`config.mk`:
```
export PLATFORM = sky130hd
export DESIGN_NAME = uart_rx_config
export DESIGN_NICKNAME = d
export VERILOG_FILES = /design/src/rtl/uart_pkg.sv /design/src/rtl/uart_bit_timer.sv /design/src/rtl/uart_rx_config.sv
export SDC_FILE = /design/constraint.sdc
export NUM_CORES = 1
export LEC_CHECK = 0
export BUFFER_PORTS_ARGS = -buffer_cell sky130_fd_sc_hd__clkbuf_2
export CORE_MARGIN = 10
export CORE_UTILIZATION = 35
export CTS_BUF_LIST = sky130_fd_sc_hd__clkbuf_8
export DETAILED_ROUTE_END_ITERATION = 6
export MAX_ROUTING_LAYER = met4
export PLACE_DENSITY_LB_ADDON = 0.25
export SLEW_MARGIN = 20
export SYNTH_ARGS = -nofsm -noshare
export SYNTH_HDL_FRONTEND = slang
export SYNTH_HIERARCHICAL = 1
export SYNTH_SLANG_ARGS = --single-unit
```
`constraint.sdc`:
```
create_clock -name clk -period 3.31 [get_ports clk]
set_clock_uncertainty 0.15 [all_clocks]
set_input_delay 0.662 -clock clk [delete_from_list [all_inputs] [get_ports clk]]
set_output_delay 0.662 -clock clk [all_outputs]
set_load 0.02 [all_outputs]
```
`src/rtl/uart_pkg.sv`:
```
// Shared definitions for the configurable UART receiver and its transmit successor:
// state encoding, parity modes and the data-width offset.
package uart_pkg;

    typedef enum logic [2:0] {
        IDLE      = 3'd0,
        START     = 3'd1,
        DATA      = 3'd2,
        PARITY    = 3'd3,
        STOP      = 3'd4,
        WAIT_HIGH = 3'd5
    } uart_state_t;

    localparam logic [1:0] PARITY_NONE = 2'b00;
    localparam logic [1:0] PARITY_EVEN = 2'b01;
    localparam logic [1:0] PARITY_ODD  = 2'b10;

    // dataBits encodes the word length minus this offset (00 = 5 bits).
    localparam int DATA_BITS_OFFSET = 5;

    // Mode 2'b11 is reserved and behaves as "no parity".
    function automatic logic parity_enabled(input logic [1:0] mode);
        return (mode == PARITY_EVEN) || (mode == PARITY_ODD);
    endfunction

endpackage

```
`src/rtl/uart_bit_timer.sv`:
```
// Bit-period delay counter: restart clears it, o_half/o_full flag the clock on which
// the incremented count reaches P/2 or P.
module uart_bit_timer #(
    parameter int CLOCK_SCALE_BITS = 16
) (
    input  logic                        clk,
    input  logic                        rst,
    input  logic                        i_restart,
    input  logic [CLOCK_SCALE_BITS-1:0] i_period,
    output logic                        o_half,
    output logic                        o_full
);

    localparam logic [CLOCK_SCALE_BITS-1:0] ONE = 1;

    logic [CLOCK_SCALE_BITS-1:0] r_count;
    logic [CLOCK_SCALE_BITS-1:0] w_next;

    assign w_next = r_count + ONE;

    // Greater-or-equal keeps degenerate periods (0..3) from ever waiting for a wrap.
    assign o_half = (w_next >= (i_period >> 1));
    assign o_full = (w_next >= i_period);

    always_ff @(posedge clk) begin
        if (rst || i_restart) begin
            r_count <= '0;
        end else begin
            r_count <= w_next;
        end
    end

endmodule

```
`src/rtl/uart_rx_config.sv`:
```
// Runtime-configurable UART receiver (5-8 data bits, none/even/odd parity, 1-2 stop bits).
// Define UART_RX_MAJORITY_EN to take each sample as a 2-of-3 vote over the last three clocks.
module uart_rx_config
    import uart_pkg::*;
#(
    parameter int CLOCK_SCALE_BITS = 16
) (
    input  logic                        clk,
    input  logic                        rst,
    input  logic                        enable,
    input  logic [CLOCK_SCALE_BITS-1:0] cyclesPerBit,
    input  logic [1:0]                  dataBits,
    input  logic [1:0]                  parityMode,
    input  logic                        stopBits,
    input  logic                        rx,
    output logic [7:0]                  dataOut,
    output logic                        dataAvailable,
    output logic                        parityError,
    output logic                        framingError,
    output logic                        breakDetect,
    output logic                        busy
);

    uart_state_t                 r_state;
    logic [CLOCK_SCALE_BITS-1:0] r_period;
    logic [1:0]                  r_nbits_m5;
    logic [1:0]                  r_parity_mode;
    logic                        r_two_stop;
    logic [7:0]                  r_shift;
    logic [2:0]                  r_bit_cnt;
    logic                        r_stop_idx;
    logic                        r_par_acc;
    logic                        r_par_err;
    logic                        r_all_zero;
    logic [7:0]                  r_data_out;
    logic                        r_data_avail;
    logic                        r_parity_error;
    logic                        r_framing_error;
    logic                        r_break;

    logic       w_sample;
    logic       w_sample_evt;
    logic       w_restart;
    logic       w_half;
    logic       w_full;
    logic [3:0] w_nbits;
    logic       w_last_data;
    logic       w_par_expected;
    logic [7:0] w_data_aligned;

`ifdef UART_RX_MAJORITY_EN
    logic [1:0] r_rx_hist;

    always_ff @(posedge clk) begin
        if (rst) begin
            r_rx_hist <= 2'b11;
        end else begin
            r_rx_hist <= {r_rx_hist[0], rx};
        end
    end

    // Vote over rx at the sample clock and the two clocks before it.
    assign w_sample = (rx & r_rx_hist[0]) | (rx & r_rx_hist[1]) | (r_rx_hist[0] & r_rx_hist[1]);
`else
    assign w_sample = rx;
`endif

    // NOTE: combinational outputs get a default before the case so no path infers a latch.
    always_comb begin
        w_sample_evt = 1'b0;
        case (r_state)
            START:              w_sample_evt = w_half;
            DATA, PARITY, STOP: w_sample_evt = w_full;
            default:            w_sample_evt = 1'b0;
        endcase
    end

    // The counter sits at zero while idle or waiting, and restarts on every sample.
    assign w_restart = (r_state == IDLE) || (r_state == WAIT_HIGH) || w_sample_evt;

    uart_bit_timer #(
        .CLOCK_SCALE_BITS(CLOCK_SCALE_BITS)
    ) u_bit_timer (
        .clk       (clk),
        .rst       (rst),
        .i_restart (w_restart),
        .i_period  (r_period),
        .o_half    (w_half),
        .o_full    (w_full)
    );

    assign w_nbits        = {2'b00, r_nbits_m5} + 4'(DATA_BITS_OFFSET);
    assign w_last_data    = (r_bit_cnt == 3'(w_nbits - 4'd1));
    assign w_par_expected = (r_parity_mode == PARITY_ODD) ? ~r_par_acc : r_par_acc;
    // Bits enter at the MSB, so a short word sits in the top of r_shift.
    assign w_data_aligned = r_shift >> (4'd8 - w_nbits);

    // NOTE: all state updates use non-blocking assignments so every branch sees pre-edge values.
    always_ff @(posedge clk) begin
        if (rst) begin
            r_state         <= IDLE;
            r_period        <= '0;
            r_nbits_m5      <= '0;
            r_parity_mode   <= PARITY_NONE;
            r_two_stop      <= 1'b0;
            r_shift         <= '0;
            r_bit_cnt       <= '0;
            r_stop_idx      <= 1'b0;
            r_par_acc       <= 1'b0;
            r_par_err       <= 1'b0;
            r_all_zero      <= 1'b0;
            r_data_out      <= '0;
            r_data_avail    <= 1'b0;
            r_parity_error  <= 1'b0;
            r_framing_error <= 1'b0;
            r_break         <= 1'b0;
        end else begin
            r_data_avail <= 1'b0;
            case (r_state)
                IDLE: begin
                    r_bit_cnt  <= '0;
                    r_stop_idx <= 1'b0;
                    if (enable && !rx) begin
                        r_period      <= cyclesPerBit;
                        r_nbits_m5    <= dataBits;
                        r_parity_mode <= parityMode;
                        r_two_stop    <= stopBits;
                        r_state       <= START;
                    end
                end
                START: begin
                    if (w_half) begin
                        if (w_sample) begin
                            r_state <= IDLE;
                        end else begin
                            r_shift    <= '0;
                            r_par_acc  <= 1'b0;
                            r_par_err  <= 1'b0;
                            r_all_zero <= 1'b1;
                            r_state    <= DATA;
                        end
                    end
                end
                DATA: begin
                    if (w_full) begin
                        r_shift    <= {w_sample, r_shift[7:1]};
                        r_par_acc  <= r_par_acc ^ w_sample;
                        r_all_zero <= r_all_zero & ~w_sample;
                        r_bit_cnt  <= r_bit_cnt + 3'd1;
                        if (w_last_data) begin
                            r_state <= parity_enabled(r_parity_mode) ? PARITY : STOP;
                        end
                    end
                end
                PARITY: begin
                    if (w_full) begin
                        r_par_err  <= (w_sample != w_par_expected);
                        r_all_zero <= r_all_zero & ~w_sample;
                        r_state    <= STOP;
                    end
                end
                STOP: begin
                    if (w_full) begin
                        // A low stop bit ends the frame at once; a high first stop waits for the second.
                        if (!w_sample || !r_two_stop || r_stop_idx) begin
                            r_data_avail    <= 1'b1;
                            r_data_out      <= w_data_aligned;
                            r_parity_error  <= r_par_err;
                            r_framing_error <= ~w_sample;
                            r_break         <= ~w_sample & ~r_stop_idx & r_all_zero;
                            r_state         <= w_sample ? IDLE : WAIT_HIGH;
                        end else begin
                            r_stop_idx <= 1'b1;
                        end
                    end
                end
                WAIT_HIGH: begin
                    if (rx) begin
                        r_state <= IDLE;
                    end
                end
                default: r_state <= IDLE;
            endcase
        end
    end

    assign dataOut       = r_data_out;
    assign dataAvailable = r_data_avail;
    assign parityError   = r_parity_error;
    assign framingError  = r_framing_error;
    assign breakDetect   = r_break;
    assign busy          = (r_state != IDLE);

endmodule

```
---- Yosys cells after proc, flatten, opt, wreduce, memory -nomap -nowiden ----
Index checks and enable logic that the tools add are counted.
storage, ports and cells
  register bits after elaboration ......... 67
  logic and storage cells ................. 115
  input bits .............................. 25
  output and inout bits ................... 13
cells by class
  equality and inequality tests ........... 20
  reductions and logical operators ........ 27
  muxes and demuxes ....................... 34
  bitwise logic cells ..................... 9
  add/subtract/negate cells ............... 5
  shifts and indexed selects .............. 1
  $lt $le $gt $ge ......................... 2
operator list
  operator                                                               count
  3-bit two-way mux                                                      11
  8-bit two-way mux                                                      3
  2-bit != test, second input constant                                   9
  3-bit one-hot mux with 6 select lines                                  1
  16-bit by 1-bit adder with 16-bit output, second input constant        1
  16-bit by 15-bit greater-or-equal comparator with 1-bit output         1
  16-bit greater-or-equal comparator                                     1
  8-bit one-hot mux with 2 select lines                                  1
  4-bit AND reduction                                                    3
  1-bit two-way mux                                                      11
  1-bit one-hot mux with 2 select lines                                  5
  2-bit nonzero test                                                     5
  8-bit AND reduction                                                    1
  8-bit by 4-bit right shift with 8-bit output                           1
  3-bit by 2-bit equality test with 1-bit output, second input constant  2
  3-bit equality test, second input constant                             2
  1-bit logical OR                                                       6
  3-bit one-hot mux with 2 select lines                                  1
  3-bit AND reduction                                                    2
  3-bit OR reduction                                                     2
  1-bit inverter                                                         5
  2-bit by 3-bit adder with 4-bit output, second input constant          1
  2-bit by 1-bit != test with 1-bit output, second input constant        2
  2-bit AND reduction                                                    2
  16 further kinds                                                       19

---- Longest topological paths before layout ----
Gate-level depths: netlist (run 1).
  depth after elaboration ................. 6
  mapped depth ............................ 17
  depth with buffers taken out ............ 14

---- Hierarchy ----
Netlist (run 1), hierarchy kept.
modules (own cells, without submodules)
  module          area an instance (sq um)  seq. area each (sq um)  times used  cells an instance
  uart_rx_config  2314.7                    1021.0                  1           268
  uart_bit_timer  1421.4                    320.3                   1           158

---- Worst setup path before layout (run 1) ----
OpenSTA, ideal clock, no wires.
  path kind ............................... register to register
  start ................................... register u_bit_timer.r_count[2]
  end ..................................... register r_shift[5]
  library setup time ...................... 0.132 ns
  data required time ...................... 3.028 ns
  cell stages (with the launch flop) ...... 18
  path slack .............................. -0.333 ns
  period minus slack after synthesis ...... 3.643 ns
  arrival time ............................ 3.361 ns
  path buffers ............................ 3
  cell sequence ........................... dfxtp_1 > and4_4 > nand4_4 > nor2_1 > xor2_1 > ha_1 > a21oi_1 > nor2_1 > a211oi_1 > a21oi_1 > a211o_1 > buf_2 > and4bb_2 > buf_2 > a31oi_1 > clkbuf_1 > or3b_2 > a21oi_1
on the way
  cells in the longest elaborated chain, start to end .. 4
  elaborated cells on any way between the ends .. 6
  those cells by class .................... add/sub: 1; order compare: 2; eq/ne: 2; reduce/logical: 1
ends and longest elaborated chain
  what                                      line                   text
  start, declared                           uart_bit_timer.sv:16   logic [CLOCK_SCALE_BITS-1:0] r_count;
  start signal, assigned                    uart_bit_timer.sv:29   r_count <= w_next;
  16-bit by 1-bit adder with 16-bit output  uart_bit_timer.sv:19   assign w_next = r_count + ONE;
  via u_bit_timer.w_next[9]                 uart_bit_timer.sv:17   logic [CLOCK_SCALE_BITS-1:0] w_next;
  16-bit greater-or-equal comparator        uart_bit_timer.sv:23   assign o_full = (w_next >= i_period);
  via w_full                                uart_rx_config.sv:45   logic w_full;
  2-bit != test (no source line)            n/a
  4-bit AND reduction (no source line)      n/a
  end signal, assigned                      uart_rx_config.sv:146  r_shift <= {w_sample, r_shift[7:1]};
  end, declared                             uart_rx_config.sv:29   logic [7:0] r_shift;
The timed path passes the listed nets, and every way through them passes these cells.
A chain may end at the register's enable or synchronous reset.

---- Final worst setup path (run 1) ----
  start ................................... register u_bit_timer.r_count[3]
  end ..................................... register r_shift[5]
Same word-level chain as after synthesis.

==> flow_metrics.env, run 1 <==
export IMPL_overflow=0
export IMPL_start_kind="flip-flop"
export IMPL_pin_count=38
export IMPL_vias=3200
export IMPL_route_detailed_drc=0
export IMPL_cts_sinks=67
export IMPL_slew_viol_final=0
export IMPL_synth_cells=426
export IMPL_cp_top_family="simple AND/OR/NAND/NOR gates"
export IMPL_finalNetCount=555
export IMPL_grt_total_usage_pct=13.6
export IMPL_setup_viol=41
export IMPL_rows=37
export IMPL_finalHoldViolations=0
export IMPL_synth_area_leaders="dfxtp_1, ha_1, nand2_1"
export IMPL_die_area_um2=15200
export IMPL_antennaDiodeCount=0
export IMPL_initial_core_util_pct=36.0
export IMPL_grt_pass1_wl_mm=16.1
export IMPL_yosysTopAreaCell="dfxtp_1"
export IMPL_required_ns=3.37
export IMPL_crit_slowest_cell="a211o_1"
export IMPL_postSynthAreaPerCell_um2=8.77
export IMPL_cap_violations=0
export IMPL_fmaxAchievable_mhz=287
export IMPL_dp_slack_ns=-0.217
export IMPL_powerDensity_nw_per_um2=548
export IMPL_clk_latency_ns=0.35
export IMPL_critPathArrivalTime_ns=3.55
export IMPL_cts_root_buf="clkbuf_8"
export IMPL_crit_fanout=6
export IMPL_clkTransAtPathRegs_ns=0.08
export IMPL_drtPass1Iterations=4
export IMPL_globalplace_congestion=0.882
export IMPL_core_area_um2=10400
export IMPL_ys_seq_area_share_pct=35.9
export IMPL_ys_async_sr_fraction_pct=0
export IMPL_numPortBuffers=37
export IMPL_r2r_slack_ns=-0.17
export IMPL_yosys_warnings=6
export IMPL_clock_path_buffers=2
export IMPL_wl_per_cell_um=15.3
export IMPL_synth_cell_type_count=61
export IMPL_drive_gt1_share_pct=32.5
export IMPL_layout_min_cycle_time_ns=3.48
export IMPL_slew_headroom_pct=48.7
export IMPL_ys_ff_latch=67
export IMPL_grt_pass1_vias=3308
export IMPL_timing_final_ws_setup_ns=-0.174
export IMPL_worst_path_buf_inv=2
export IMPL_mostFrequentLayoutCells="dfxtp_1, nand2_1, clkbuf_2"
export IMPL_crit_chain="and4_4, nand4_4, nor2_4, xor2_4, ha_4, a21oi_2, nor2_1, a211oi_2, o211ai_1, a211o_1, buf_6, and4bb_2, a31oi_4, buf_6, or3b_4, a21oi_2"
export IMPL_ant_nets=0
export IMPL_area_delta_synth_final_pct=31.7
export IMPL_p_leak_uw=0.00205
export IMPL_worstMarginPinSlew_ns=0.769
export IMPL_critical_path_class="reg2reg"
export IMPL_cts_max_level=3
export IMPL_synth_top_area_share_pct=35.9
export IMPL_slowest_delay_ns=0.36
export IMPL_grt_max_degree=32
export IMPL_rsz0062_at_grt="true"
export IMPL_die_h_um=123
export IMPL_final_common_cell="dfxtp_1"
export IMPL_synth_edff_count=0
export IMPL_cts_tree="done"
export IMPL_grt_antenna_before_repair=0
export IMPL_worstSetupEndpointType="flip-flop"
export IMPL_first_iter_violations=133
export IMPL_dp_hpwl_mm=6.85
export IMPL_syn_nets=485
export IMPL_ir_worst_vdd_mv=0.346
export IMPL_status="finished with violations"
export IMPL_post_route_period_util_pct=105
export IMPL_dieWidth_um=123
export IMPL_wl_mm=9.72
export IMPL_violations="negative setup slack"
export IMPL_numCtsBuffers=9
export IMPL_syn_cell_area_um2=3740
export IMPL_hold_class="reg2reg"
export IMPL_final_core_util_pct=47.4
export IMPL_viasPerCell=5.02
export IMPL_synth_ff_type="dfxtp_1"
-- routing by layer --
| layer | global-route usage (%) | vias up | share of wire [%] |
|---|---|---|---|
| met5 | - | - | 0 |
| met3 | 2.51 | 14 | 1.9 |
| li1 | - | 1633 | - |
| met4 | 5.46 | 0 | 1.8 |
| met1 | 15.8 | 1522 | 44 |
| met2 | 22.7 | 31 | 52 |
-- registers in the layout (all words and copies together), names as in the netlist --
signal               flops
r_state                  3
r_stop_idx               1
r_par_err                1
r_period                16
dataOut                  8
breakDetect              1
r_parity_mode            2
r_two_stop               1
u_bit_timer/r_count     16
framingError             1
r_bit_cnt                3
dataAvailable            1
r_par_acc                1
r_shift                  8
parityError              1
r_nbits_m5               2
r_all_zero               1
-- synthesized netlist by cell type (5+ instances only) --
| cell | n |
|---|---|
| nand4_1 | 6 |
| nand2_1 | 58 |
| xnor2_1 | 13 |
| xor2_1 | 6 |
| nor2b_1 | 15 |
| mux2i_1 | 14 |
| inv_1 | 21 |
| ha_1 | 34 |
| a211oi_1 | 5 |
| a22oi_1 | 6 |
| nand3_1 | 8 |
| a21oi_1 | 42 |
| dfxtp_1 | 67 |
| nor2_1 | 33 |
| clkbuf_1 | 18 |
-- tightest hold or removal path, stage by stage, from the launching register on --
cell     delay, ns
dfxtp_1       0.31
nand2_1       0.05
a21oi_1       0.05
-- cells by family (layout without fill, tap and decap cells) --
kind of cell	count (synthesis)	count (layout)	synth area share (%)
and+or+nand+nor	161	162	22.9
xor gates and xnor gates	20	20	4.89
muxes	18	18	6.16
AOI/OAI and AO/OA	83	83	14.1
DFF	67	67	35.9
buffers and inverters	43	117	4.62
adders and majority gates	34	34	11.4
-- worst paths after layout --
kind / start / endpoint / cells past startpoint
setup / recovery: u_bit_timer/r_count[3] / r_shift[5] / 16
hold / removal: r_period[4] / r_period[4] / 2
setup reg to reg: u_bit_timer/r_count[3] / r_shift[5] / 16
hold reg to reg: r_period[4] / r_period[4] / 2
-- power breakdown --
group | internal [uW] | switching, uW
combinational | 457 | 490
sequential | 857 | 108
clock | 429 | 357
total | 1740 | 954
-- metrics by stage --
stage	cell area (um2)	hold slack (ns)	instances	power, uW	setup TNS (ns)
final	4920	0.308	637	2700	-3.73
after global routing	4920	0.332	637	2860	-12.38
after CTS	4690	0.310	635	2590	-3.25
after detailed placement	4300	0.298	611	1690	-3.99
after global placement	4300	0.297	611	1670	-1.88
after floorplan	3800	0.286	426	1490	0
-- final cells by class --
cell class                      count  area (um2)
Fill cell                         972        5450
Multi-Input combinational cell    317        2550
Sequential cell                    67        1350
Timing Repair Buffer               80         546
Tap cell                          136         170
Clock buffer                        9         124
Clock inverter                      7         100
Inverter                           21        78.8
-- timing repair --
item,in CTS,in global routing
buffers inserted,6,2
pin swaps,15,26
gates cloned,2,0
hold buffers,0,0
setup endpoints to repair,40,46
resized for setup,24,41
No activity file was read; power rests on OpenSTA's default activity.
==> inputs of run 2 (changes only) <==
--- a/config.mk
+++ b/config.mk
@@ -12,6 +12,7 @@
 export DETAILED_ROUTE_END_ITERATION = 6
 export MAX_ROUTING_LAYER = met4
 export PLACE_DENSITY_LB_ADDON = 0.25
+export RECOVER_POWER = 100
 export SLEW_MARGIN = 20
 export SYNTH_ARGS = -nofsm -noshare
 export SYNTH_HDL_FRONTEND = slang
==> run 2 against run 1 <==
The run still ends with negative setup slack left. Power down 0.23%. Worst setup slack worse by 0.0067 ns. Flip-flop and latch count unchanged. Clock power about the same. Non-clock buffer count unchanged.
==> flow_metrics.env, run 2 (synthesized netlist as in run 1, its figures left out) <==
export IMPL_final_common_cell="dfxtp_1"
export IMPL_crit_slowest_cell="a211o_1"
export IMPL_timing_final_ws_setup_ns=-0.181
export IMPL_finalNetCount=555
export IMPL_grt_max_degree=32
export IMPL_sw_frac_of_total_pct=35.4
export IMPL_clk_latency_ns=0.35
export IMPL_first_iter_violations=133
export IMPL_fin_tns_setup_ns=-3.85
export IMPL_drive_gt1_share_pct=29.7
export IMPL_core_area_um2=10400
export IMPL_wl_mm=9.73
export IMPL_powerDensity_nw_per_um2=549
export IMPL_p_leak_uw=0.00200
export IMPL_required_ns=3.37
export IMPL_p_int_uw=1740
export IMPL_cts_tree="done"
export IMPL_worstSetupEndpointType="flip-flop"
export IMPL_die_h_um=123
export IMPL_multi_input_area_um2=2550
export IMPL_dp_slack_ns=-0.217
export IMPL_grt_total_usage_pct=13.6
export IMPL_route_detailed_drc=0
export IMPL_ir_worst_vdd_mv=0.335
export IMPL_clkTransAtPathRegs_ns=0.08
export IMPL_wl_per_cell_um=15.3
export IMPL_rsz0062_at_grt="true"
export IMPL_final_core_util_pct=47.2
export IMPL_crit_fanout=6
export IMPL_vias=3202
export IMPL_critPathArrivalTime_ns=3.55
export IMPL_cap_violations=0
export IMPL_initial_core_util_pct=36.0
export IMPL_post_route_period_util_pct=105
export IMPL_numCtsBuffers=9
export IMPL_rows=37
export IMPL_globalplace_congestion=0.882
export IMPL_dieWidth_um=123
export IMPL_clock_path_buffers=2
export IMPL_holdWs_ns=0.309
export IMPL_grt_pass1_wl_mm=16.1
export IMPL_ant_nets=0
export IMPL_fillers=976
export IMPL_critical_path_class="reg2reg"
export IMPL_slew_viol_final=0
export IMPL_dp_hpwl_mm=6.85
export IMPL_fmaxAchievable_mhz=286
export IMPL_reg_top3="r_period x16, u_bit_timer/r_count x16"
export IMPL_status="finished with violations"
export IMPL_slew_headroom_pct=48.8
export IMPL_grt_pass1_vias=3308
export IMPL_seq_area_um2=1350
export IMPL_cts_max_level=3
export IMPL_hold_class="reg2reg"
export IMPL_p_seq_share_pct=35.8
export IMPL_cts_root_buf="clkbuf_8"
export IMPL_cts_sinks=67
export IMPL_power_switching_uw=954
export IMPL_worstMarginPinSlew_ns=0.767
export IMPL_p_clk_share_pct=29.2
export IMPL_overflow=0
export IMPL_violations="negative setup slack"
export IMPL_crit_chain="and4_4, nand4_4, nor2_4, xor2_4, ha_4, a21oi_2, nor2_1, a211oi_2, o211ai_1, a211o_1, buf_6, and4bb_2, a31oi_4, buf_6, or3b_4, a21oi_2"
export IMPL_pin_count=38
export IMPL_mostFrequentLayoutCells="dfxtp_1, nand2_1, a21oi_1"
export IMPL_grt_antenna_before_repair=0
export IMPL_die_area_um2=15200
export IMPL_finalHoldViolations=0
export IMPL_start_kind="flip-flop"
export IMPL_layout_min_cycle_time_ns=3.49
export IMPL_area_delta_synth_final_pct=31.1
export IMPL_drtPass1Iterations=4
export IMPL_numPortBuffers=37
export IMPL_combinationalPowerShare_pct=35.0
export IMPL_slowest_delay_ns=0.36
export IMPL_viasPerCell=5.03
export IMPL_antennaDiodeCount=0
export IMPL_setup_viol=41
[run 2: power groups by stage]
stage / sequential, uW / combinational [uW] / clock [uW]
floorplan: 915 / 577 / 0
global placement: 968 / 705 / 0
detailed placement: 969 / 720 / 0
CTS: 952 / 835 / 802
global route: 978 / 1040 / 838
finish: 965 / 942 / 785
[run 2: path summary, 6_finish.rpt]
check,start,endpoint,slack [ns],depth (start not counted)
worst max-delay path,u_bit_timer/r_count[3],r_shift[5],-0.18,16
worst min-delay path,r_period[4],r_period[4],0.31,2
worst max register to register,u_bit_timer/r_count[3],r_shift[5],-0.18,16
worst min register to register,r_period[4],r_period[4],0.31,2
[run 2: critical path: cells and delay by family, from the launching register on]
family,cells,cell delay (ns)
fa+ha+maj,1,0.23
simple gates,6,1.06
buf+inv,2,0.31
flops,1,0.34
compound gates,6,1.04
xor+xnor,1,0.21
[run 2: routing by layer]
layer	GRT usage (%)	up-vias	wire [um]
met5	-	-	0
met4	5.46	0	174
met3	2.51	14	192
met2	22.7	33	5040
met1	15.8	1522	4330
li1	-	1633	-
[run 2: per-stage QoR]
step | std cells | instance area, um2 | power, uW
6_report | 637 | 4900 | 2690
5_1_grt | 637 | 4900 | 2850
4_1_cts | 635 | 4690 | 2590
3_5_place_dp | 611 | 4300 | 1690
3_3_place_gp | 611 | 4300 | 1670
2_1_floorplan | 426 | 3800 | 1490
[run 2: repair_timing]
item                                    in CTS  in global routing
endpoints found under the setup margin      40                 46
hold buffers                                 0                  0
buffers inserted                             6                  2
gates resized for setup                     24                 41
endpoints found under the hold margin        0                  0
pin swaps                                   15                 26
gates cloned                                 2                  0
[run 2: final cells by class]
class / instances / area share, %
timing repair buffer: 80 / 10.7
multi-input combinational: 317 / 52.1
tap: 136 / 3.47
clock buffer: 9 / 2.53
inverter: 21 / 1.61
clock inverter: 7 / 2.04
sequential: 67 / 27.5
